**config.mk**
```make
export PLATFORM = sky130hd
export DESIGN_NAME = priority_decoder
export DESIGN_NICKNAME = d
export VERILOG_FILES = /design/src/rtl/priority_pkg.sv /design/src/rtl/priority_skid_buffer.sv /design/src/rtl/priority_decoder.sv
export SDC_FILE = /design/constraint.sdc
export NUM_CORES = 1
export LEC_CHECK = 0
export BUFFER_PORTS_ARGS = -buffer_cell sky130_fd_sc_hd__clkbuf_2
export CORE_MARGIN = 5
export CORE_UTILIZATION = 49
export CTS_CLUSTER_SIZE = 24
export DETAILED_ROUTE_END_ITERATION = 6
export PLACE_DENSITY_LB_ADDON = 0.25
export SKIP_LAST_GASP = 1
export SLEW_MARGIN = 20
export SYNTH_ARGS = -nofsm -noshare
export SYNTH_HDL_FRONTEND = slang
export SYNTH_SLANG_ARGS = --single-unit
```
**constraint.sdc**
```tcl
create_clock -name clk -period 1.8 [get_ports clk]
set_clock_uncertainty 0.1 [all_clocks]
set_input_delay 0.45 -clock clk [delete_from_list [all_inputs] [get_ports clk]]
set_output_delay 0.45 -clock clk [all_outputs]
set_load 0.05 [all_outputs]
```
**src/rtl/priority_pkg.sv**
```systemverilog
`default_nettype none
// ============================================================================
//  Module      : priority_pkg
//  Description : Shared definitions for the priority decoder family.
//                - PRIO_LOW / PRIO_HIGH : legal values of LSB_PRIORITY
//                    "LOW"  -> MSB wins, mask covers bits [idx:0]
//                    "HIGH" -> LSB wins, mask covers bits [WIDTH-1:idx]
//                - idx_width()          : width of an encoded index for a
//                                         given number of unencoded bits
//  Revision    : 1.0  initial release
// ============================================================================
package priority_pkg;

  localparam string PRIO_LOW  = "LOW";
  localparam string PRIO_HIGH = "HIGH";

  // Number of bits needed to carry an index into a WIDTH-bit vector.
  // Never returns less than one bit, so degenerate widths still elaborate.
  function automatic int idx_width(input int width);
    if (width <= 2) begin
      return 1;
    end
    return $clog2(width);
  endfunction

endpackage
`default_nettype wire

```
**src/rtl/priority_skid_buffer.sv**
```systemverilog
`default_nettype none
// ============================================================================
//  Module      : priority_skid_buffer
//  Description : Two-entry valid/ready register slice (main output register
//                plus one skid register). Sustains one beat per cycle while
//                the sink is ready, and breaks the combinational path from
//                out_ready back to in_ready: in_ready is a flop that equals
//                the inverse of the skid occupancy.
//
//  Parameters  : DATA_WIDTH  payload width in bits
//
//  Ports       : clk        rising-edge clock
//                rst        synchronous active-high reset
//                in_data    upstream payload
//                in_valid   upstream beat present
//                in_ready   slice can accept a beat (registered)
//                out_data   downstream payload (held stable while stalled)
//                out_valid  downstream beat present
//                out_ready  downstream accepts the beat
//
//  Revision    : 1.0  initial release
// ============================================================================
module priority_skid_buffer #(
  parameter int DATA_WIDTH = 9
) (
  input  logic                  clk,
  input  logic                  rst,
  input  logic [DATA_WIDTH-1:0] in_data,
  input  logic                  in_valid,
  output logic                  in_ready,
  output logic [DATA_WIDTH-1:0] out_data,
  output logic                  out_valid,
  input  logic                  out_ready
);

  logic [DATA_WIDTH-1:0] out_data_reg;
  logic                  out_valid_reg;
  logic [DATA_WIDTH-1:0] skid_data_reg;
  logic                  skid_valid_reg;
  logic                  in_ready_reg;

  logic [DATA_WIDTH-1:0] out_data_next;
  logic                  out_valid_next;
  logic [DATA_WIDTH-1:0] skid_data_next;
  logic                  skid_valid_next;

  logic                  in_xfer;

  assign in_xfer = in_valid && in_ready_reg;

  always_comb begin
    out_data_next   = out_data_reg;
    out_valid_next  = out_valid_reg;
    skid_data_next  = skid_data_reg;
    skid_valid_next = skid_valid_reg;

    if (!out_valid_reg || out_ready) begin
      // Output register is free (empty or draining this cycle). The skid
      // beat is older than anything on the input, so it goes first. While
      // the skid is full in_ready is low, so no input beat can collide.
      if (skid_valid_reg) begin
        out_data_next   = skid_data_reg;
        out_valid_next  = 1'b1;
        skid_valid_next = 1'b0;
      end else if (in_xfer) begin
        out_data_next  = in_data;
        out_valid_next = 1'b1;
      end else begin
        out_valid_next = 1'b0;
      end
    end else if (in_xfer) begin
      // Output is stalled: park the accepted beat in the skid register.
      skid_data_next  = in_data;
      skid_valid_next = 1'b1;
    end
  end

  always_ff @(posedge clk) begin
    if (rst) begin
      out_data_reg   <= '0;
      out_valid_reg  <= 1'b0;
      skid_data_reg  <= '0;
      skid_valid_reg <= 1'b0;
      in_ready_reg   <= 1'b1;
    end else begin
      out_data_reg   <= out_data_next;
      out_valid_reg  <= out_valid_next;
      skid_data_reg  <= skid_data_next;
      skid_valid_reg <= skid_valid_next;
      // Ready tracks the skid occupancy one cycle later, so out_ready only
      // ever reaches in_ready through this flop.
      in_ready_reg   <= !skid_valid_next;
    end
  end

  assign in_ready  = in_ready_reg;
  assign out_data  = out_data_reg;
  assign out_valid = out_valid_reg;

endmodule
`default_nettype wire

```
**src/rtl/priority_decoder.sv**
```systemverilog
`default_nettype none
// ============================================================================
//  Module      : priority_decoder
//  Description : Decodes an encoded index back to a one-hot vector and to the
//                mask of bits that could also be set without changing the
//                result of the matching priority encoder. The decode is
//                purely combinational and is registered by a two-entry skid
//                buffer, giving exactly one cycle of latency with full
//                valid/ready flow control.
//
//  Parameters  : WIDTH         number of unencoded bits (2..256)
//                LSB_PRIORITY  "LOW"  : MSB wins, mask = bits [idx:0]
//                              "HIGH" : LSB wins, mask = bits [WIDTH-1:idx]
//
//  Macro       : PRIORITY_DECODER_RANGE_CHECK_EN
//                defined   -> index >= WIDTH raises output_error
//                undefined -> output_error tied low
//                Either way an out-of-range index decodes to all-zero
//                unencoded/mask (only reachable when WIDTH is not a power
//                of two).
//
//  Ports       : clk               rising-edge clock
//                rst               synchronous active-high reset
//                input_encoded     index of the winning bit
//                input_valid       input beat present
//                input_ready       block accepts an input beat (registered)
//                output_unencoded  one-hot decode of the index
//                output_mask       bits that may be set without changing
//                                  the encoded result
//                output_error      beat carried an out-of-range index
//                output_valid      output beat present
//                output_ready      downstream accepts the output beat
//
//  Revision    : 1.0  initial release
// ============================================================================
module priority_decoder
  import priority_pkg::*;
#(
  parameter int    WIDTH        = 4,
  parameter string LSB_PRIORITY = PRIO_LOW
) (
  input  logic                         clk,
  input  logic                         rst,
  input  logic [idx_width(WIDTH)-1:0]  input_encoded,
  input  logic                         input_valid,
  output logic                         input_ready,
  output logic [WIDTH-1:0]             output_unencoded,
  output logic [WIDTH-1:0]             output_mask,
  output logic                         output_error,
  output logic                         output_valid,
  input  logic                         output_ready
);

  localparam int DATA_WIDTH = 2 * WIDTH + 1;

  logic [31:0]           idx_ext;
  logic                  in_range;
  logic [WIDTH-1:0]      dec_onehot;
  logic [WIDTH-1:0]      dec_mask;
  logic                  dec_error;
  logic [DATA_WIDTH-1:0] dec_payload;
  logic [DATA_WIDTH-1:0] out_payload;

  // Compare in 32 bits so the range test stays meaningful for any WIDTH.
  assign idx_ext  = 32'(input_encoded);
  assign in_range = (idx_ext < 32'(WIDTH));

  for (genvar i = 0; i < WIDTH; i++) begin : g_bit
    assign dec_onehot[i] = in_range && (idx_ext == 32'(i));
    if (LSB_PRIORITY == PRIO_HIGH) begin : g_high
      // LSB wins: anything at or above the winner leaves the result intact.
      assign dec_mask[i] = in_range && (32'(i) >= idx_ext);
    end else begin : g_low
      // MSB wins: anything at or below the winner leaves the result intact.
      assign dec_mask[i] = in_range && (32'(i) <= idx_ext);
    end
  end

`ifdef PRIORITY_DECODER_RANGE_CHECK_EN
  assign dec_error = !in_range;
`else
  assign dec_error = 1'b0;
`endif

  assign dec_payload = {dec_error, dec_mask, dec_onehot};

  priority_skid_buffer #(
    .DATA_WIDTH (DATA_WIDTH)
  ) u_skid (
    .clk       (clk),
    .rst       (rst),
    .in_data   (dec_payload),
    .in_valid  (input_valid),
    .in_ready  (input_ready),
    .out_data  (out_payload),
    .out_valid (output_valid),
    .out_ready (output_ready)
  );

  assign output_unencoded = out_payload[WIDTH-1:0];
  assign output_mask      = out_payload[2*WIDTH-1:WIDTH];
  assign output_error     = out_payload[2*WIDTH];

endmodule
`default_nettype wire

```
**Word-level counts from Yosys, hierarchy flattened**

Index checks and enable logic that the tools add are counted.
Widths: inputs -> output; s select.

- Flip-flop bits (word level): 20
- Bits of input ports: 6
- Output and inout bits: 11
- Word-level logic and storage cells: 36

- Reductions and logical operators: 16
- Order comparisons: 5
- Mux-type cells: 6
- Bitwise operators: 1
- Equality and inequality tests: 3

Operators by type and width:

| cell | count |
|---|---|
| $logic_not 32->1 | 1 |
| $mux 9 | 2 |
| $logic_and 1x1->1 | 9 |
| $eq 2x2->1 const B | 2 |
| $le 1x2->1 const A | 2 |
| $le 2x2->1 const A | 2 |
| $mux 1 | 4 |
| $reduce_and 2->1 | 2 |
| $lt 2x3->1 const B | 1 |
| $eq 2x1->1 const B | 1 |
| $logic_not 1->1 | 2 |
| $reduce_bool 2->1 | 1 |
| $logic_or 1x1->1 | 1 |
| $not 1->1 | 1 |

**Logic depth before layout (Yosys ltp)**

- Word-level depth: 4
- Gate-level depth with buffers: 4
- Depth with buffers taken out: 3

**Modules after synthesis**

From an unflattened synthesis, not the netlist that was laid out.

- Cell total of the unflattened synthesis: 99
- Area total of the unflattened synthesis: 933.4 um2

Modules (own cells, without submodules):

| module | cells an instance | sequential area each (um2) | area each (um2) | instances |
|---|---|---|---|---|
| priority_skid_buffer | 91 | 420.4 | 889.6 | 1 |
| priority_decoder | 8 | 0.0 | 43.8 | 1 |

**Worst setup path before layout**

No wires, ideal clock.

- Path kind: reg2reg
- From: register u_skid.in_ready_reg (netlist: u_skid.in_ready)
- To: register u_skid.skid_data_reg[5]
- Cell stages (with the launch flop): 4
- Slack: 114 ps
- Data arrival time: 1,470 ps
- Data required time: 1,584 ps
- Path buffers: 0
- Library setup time: 116 ps
- Path through: dfxtp_1 > nand4b_1 > or3_1 > o211a_1

- Word-level cells in the longest chain between the ends: 2

Ends and longest elaborated chain:

| element | RTL line | text |
|---|---|---|
| from (decl) | priority_skid_buffer.sv:40 | `logic in_ready_reg;` |
| from (signal assigned) | priority_skid_buffer.sv:92 | `in_ready_reg <= !skid_valid_next;` |
| $logic_and 1x1->1 | priority_skid_buffer.sv:49 | `assign in_xfer = in_valid && in_ready_reg;` |
| $reduce_and 2->1 (no line) | - |  |
| to (signal assigned) | priority_skid_buffer.sv:88 | `skid_data_reg <= skid_data_next;` |
| to (decl) | priority_skid_buffer.sv:38 | `logic [DATA_WIDTH-1:0] skid_data_reg;` |

No other way between the ends.
A chain may end at the register's enable or synchronous reset.

**Final worst setup path**

- From: register u_skid.in_ready_reg (netlist: u_skid.in_ready)
- To: output port input_ready

RTL lines:

| element | RTL line | text |
|---|---|---|
| to (decl) | priority_decoder.sv:46 | `output logic input_ready,` |

No word-level cell between the ends.

==> metrics.md <==
| Metric | Value |
|---|---|
| Clock slew seen by the registers of the worst setup and hold paths | `100 ps` |
| Number of vias per cell | `5.42` |
| Clock Path Buffers | `2` |
| Critical path buffers and inverters | `1` |
| Clk root buf | `clkbuf_4` |
| Post-cts gate resize count | `0` |
| Worst skew pair latency | `280 ps` |
| R2R cell count | `3` |
| # IOs | `17` |
| Drt first pass iters | `4` |
| R2r endpoint | `u_skid.out_data[5]$_SDFFE_PP0P_` |
| Post-Syn Area | `716 um2` |
| Post-Synthesis Cells | `79` |
| Rows | `13` |
| Layout Utilization | `59.7%` |
| Post-synthesis adder-cell area fraction | `0%` |
| Starting density of the core | `53.7%` |
| Final Cycle Share | `86.7%` |
| Final wirelength | `1.33 mm` |
| Crit path from | `u_skid.in_ready$_SDFF_PP1_` |
| Setup TNS | `0 ps` |
| DP Worst Slack | `293 ps` |
| Post-detail-place hpwl | `1.00 mm` |
| CORE AREA | `1330 um2` |
| XOR/XNOR Fraction of Synth Area | `0%` |
| Multi-input logic area | `317 um2` |
| Largest delay contributor family on the critical path | `flip-flops` |
| GRT overflow | `0` |
| Post-synthesis simple-gate area fraction | `19.2%` |
| GP Congestion | `0.740` |
| Setup crit start kind | `flop` |
| Nets | `99` |
| Layout cell share with drive strength beyond 1 | `25.0%` |
| Flop-to-flop setup slack | `280 ps` |
| Critical path arrival | `1010 ps` |
| Syn_area_per_cell | `9.06 um2` |
| Via count | `580` |
| Largest net degree at the start of global routing | `17` |
| First-pass GRT wire length | `2.17 mm` |
| Drt initial violations | `10` |
| Vias in the first global route | `498` |
| CP endpoint | `input_ready` |
| Initial antenna violation count | `0` |
| Fillcell total | `139` |
| Max FO, Critical Path | `5` |
| Design area | `796 um2` |
| Area grow syn2layout | `11.2%` |
| Syn Nets | `85` |
| Storage element area | `340 um2` |
| Die Wd | `48.2 um` |
| Post-synthesis compound-gate area fraction | `23.1%` |
| Ant. Diodes | `0` |
| CTS tree | `yes` |
| Highest Clock Rate | `0.641 GHz` |
| Post-synthesis mux area share | `1.40%` |
| Num CTS Buffers | `3` |
| Slew Viols, Final | `0` |
| Final Hold Viols | `0` |
| Global Route Usage Sum | `13.9%` |
| Die area | `2320 um2` |
| WHS | `365 ps` |
| CP Capture Type | `output port` |
| Pwr Density | `950 nW/um2` |
| Vert. Die Dim | `48.2 um` |
| Max-Cap Viols | `0` |
| Unique masters post-synth | `29` |
| Placed cell area | `769 um2` |
| Average routed wire per standard cell | `12.4 um` |
| #FFs+latches synth | `17` |
| Synth Warn # | `0` |
| Worst path cell trace | `clkbuf_2` |
| RR Startpoint | `u_skid.skid_valid_reg$_SDFF_PP0_` |
| Most frequent cells in the layout | `a21oi_1, dfxtp_1, clkbuf_2` |
| Worst hold path type | `reg2reg` |
| Clock sink count | `17` |
| Drt drc | `0` |
| WP data required | `1250 ps` |
| H-tree levels | `1` |
| Stages on the worst setup path | `1` |
| Leak Pwr | `0.322 nW` |
| Status | `finished, final reports clean` |
| Postcts setup bufs | `0` |
| Antenna Nets Post-Route | `0` |
| Sequential-to-total area share from yosys stat | `47.6%` |
| Number of setup violations in the final report | `0` |
| Worst vdd ir | `0.605 mV` |
| Post-route setup slack | `240 ps` |
| RSZ-0062 raised after global routing | `false` |
| Post-layout min period | `1560 ps` |
| Max incr delay on CP | `420 ps` |
| Largest family of logic cells by synthesized area | `compound AO/OA/AOI/OAI gates` |
| CTS hold repair buffers | `0` |
| Critical path's slowest cell | `dfxtp_1` |
| Input/output buffers | `15` |
| WS Path Type | `reg2out` |
[how the worst min path moves through the flow]
stage	startpoint	to	slack (ps)	cells past startpoint
6_report	u_skid.skid_data_reg[6]$_SDFFE_PP0P_	u_skid.skid_data_reg[6]$_SDFFE_PP0P_	360	2
5_1_grt	u_skid.skid_data_reg[6]$_SDFFE_PP0P_	u_skid.skid_data_reg[6]$_SDFFE_PP0P_	390	2
4_1_cts	u_skid.skid_data_reg[3]$_SDFFE_PP0P_	u_skid.skid_data_reg[3]$_SDFFE_PP0P_	370	2
3_5_place_dp	u_skid.skid_data_reg[3]$_SDFFE_PP0P_	u_skid.skid_data_reg[3]$_SDFFE_PP0P_	350	2
3_3_place_gp	u_skid.skid_data_reg[3]$_SDFFE_PP0P_	u_skid.skid_data_reg[3]$_SDFFE_PP0P_	350	2
2_1_floorplan	u_skid.skid_data_reg[4]$_SDFFE_PP0P_	u_skid.skid_data_reg[4]$_SDFFE_PP0P_	330	2
[worst reg2reg max path: cells and delay by family (launching register included)]
family	cells	cell delay, ps
and+or+nand+nor	1	540
DFF	1	570
AOI/OAI and AO/OA	2	250
[kinds of logic after synthesis]
logic type | count (synthesis)
other | 1
multiplexers | 1
AND/OR/NAND/NOR | 23
AO/OA/AOI/OAI | 27
flip-flops | 17
buffers and inverters | 10
[cell type report]
| class | count | area share (%) |
|---|---|---|
| clock buffers | 4 | 3.30 |
| flip-flops and latches | 17 | 42.8 |
| multi-input cells | 52 | 39.8 |
| repair buffers | 16 | 10.4 |
| well taps | 15 | 2.36 |
| inverters | 3 | 1.42 |
[report_power, final]
group          switching (mW)  leakage [nW]  internal (mW)
clock network           0.113        0.0150         0.0859
logic                   0.109         0.167         0.0401
registers              0.0124         0.139          0.396
total                   0.234         0.322          0.522
[synthesized netlist by cell type (all sizes together)]
cell    instances  area, um2
nand4b          1       8.76
or3             1       6.26
a311oi          2       17.5
a21oi          18       93.8
dfxtp          17        340
a211oi          4       30.0
buf             5       38.8
and4b           1       11.3
nand3           1       5.00
nor2            1       3.75
nor3            2       10.0
o21ai           1       5.00
nor3b           2       15.0
conb            1       3.75
o211a           1       10.0
and2b           1       8.76
inv             3       11.3
a21o            1       8.76
nand2           7       26.3
or4             1       7.51
nand3b          3       22.5
clkbuf          2       8.75
nor2b           1       6.26
mux2i           1       10.0
nand2b          1       6.26
[through the flow]
step                      power, mW  instances
final                         0.756        107
after global routing          0.793        107
after CTS                     0.763        107
after detailed placement      0.567        103
after global placement        0.566        103
after floorplan               0.539         79
[routing by layer]
layer / vias up / track usage (%) / part of all wire, %
met5: - / 0 / 0
met4: 0 / 9.68 / 0.60
met3: 2 / 3.32 / 5.3
met2: 10 / 19.3 / 42
met1: 260 / 18.7 / 52
li1: 308 / - / -
Note: power is estimated with default switching activity, not from simulation.
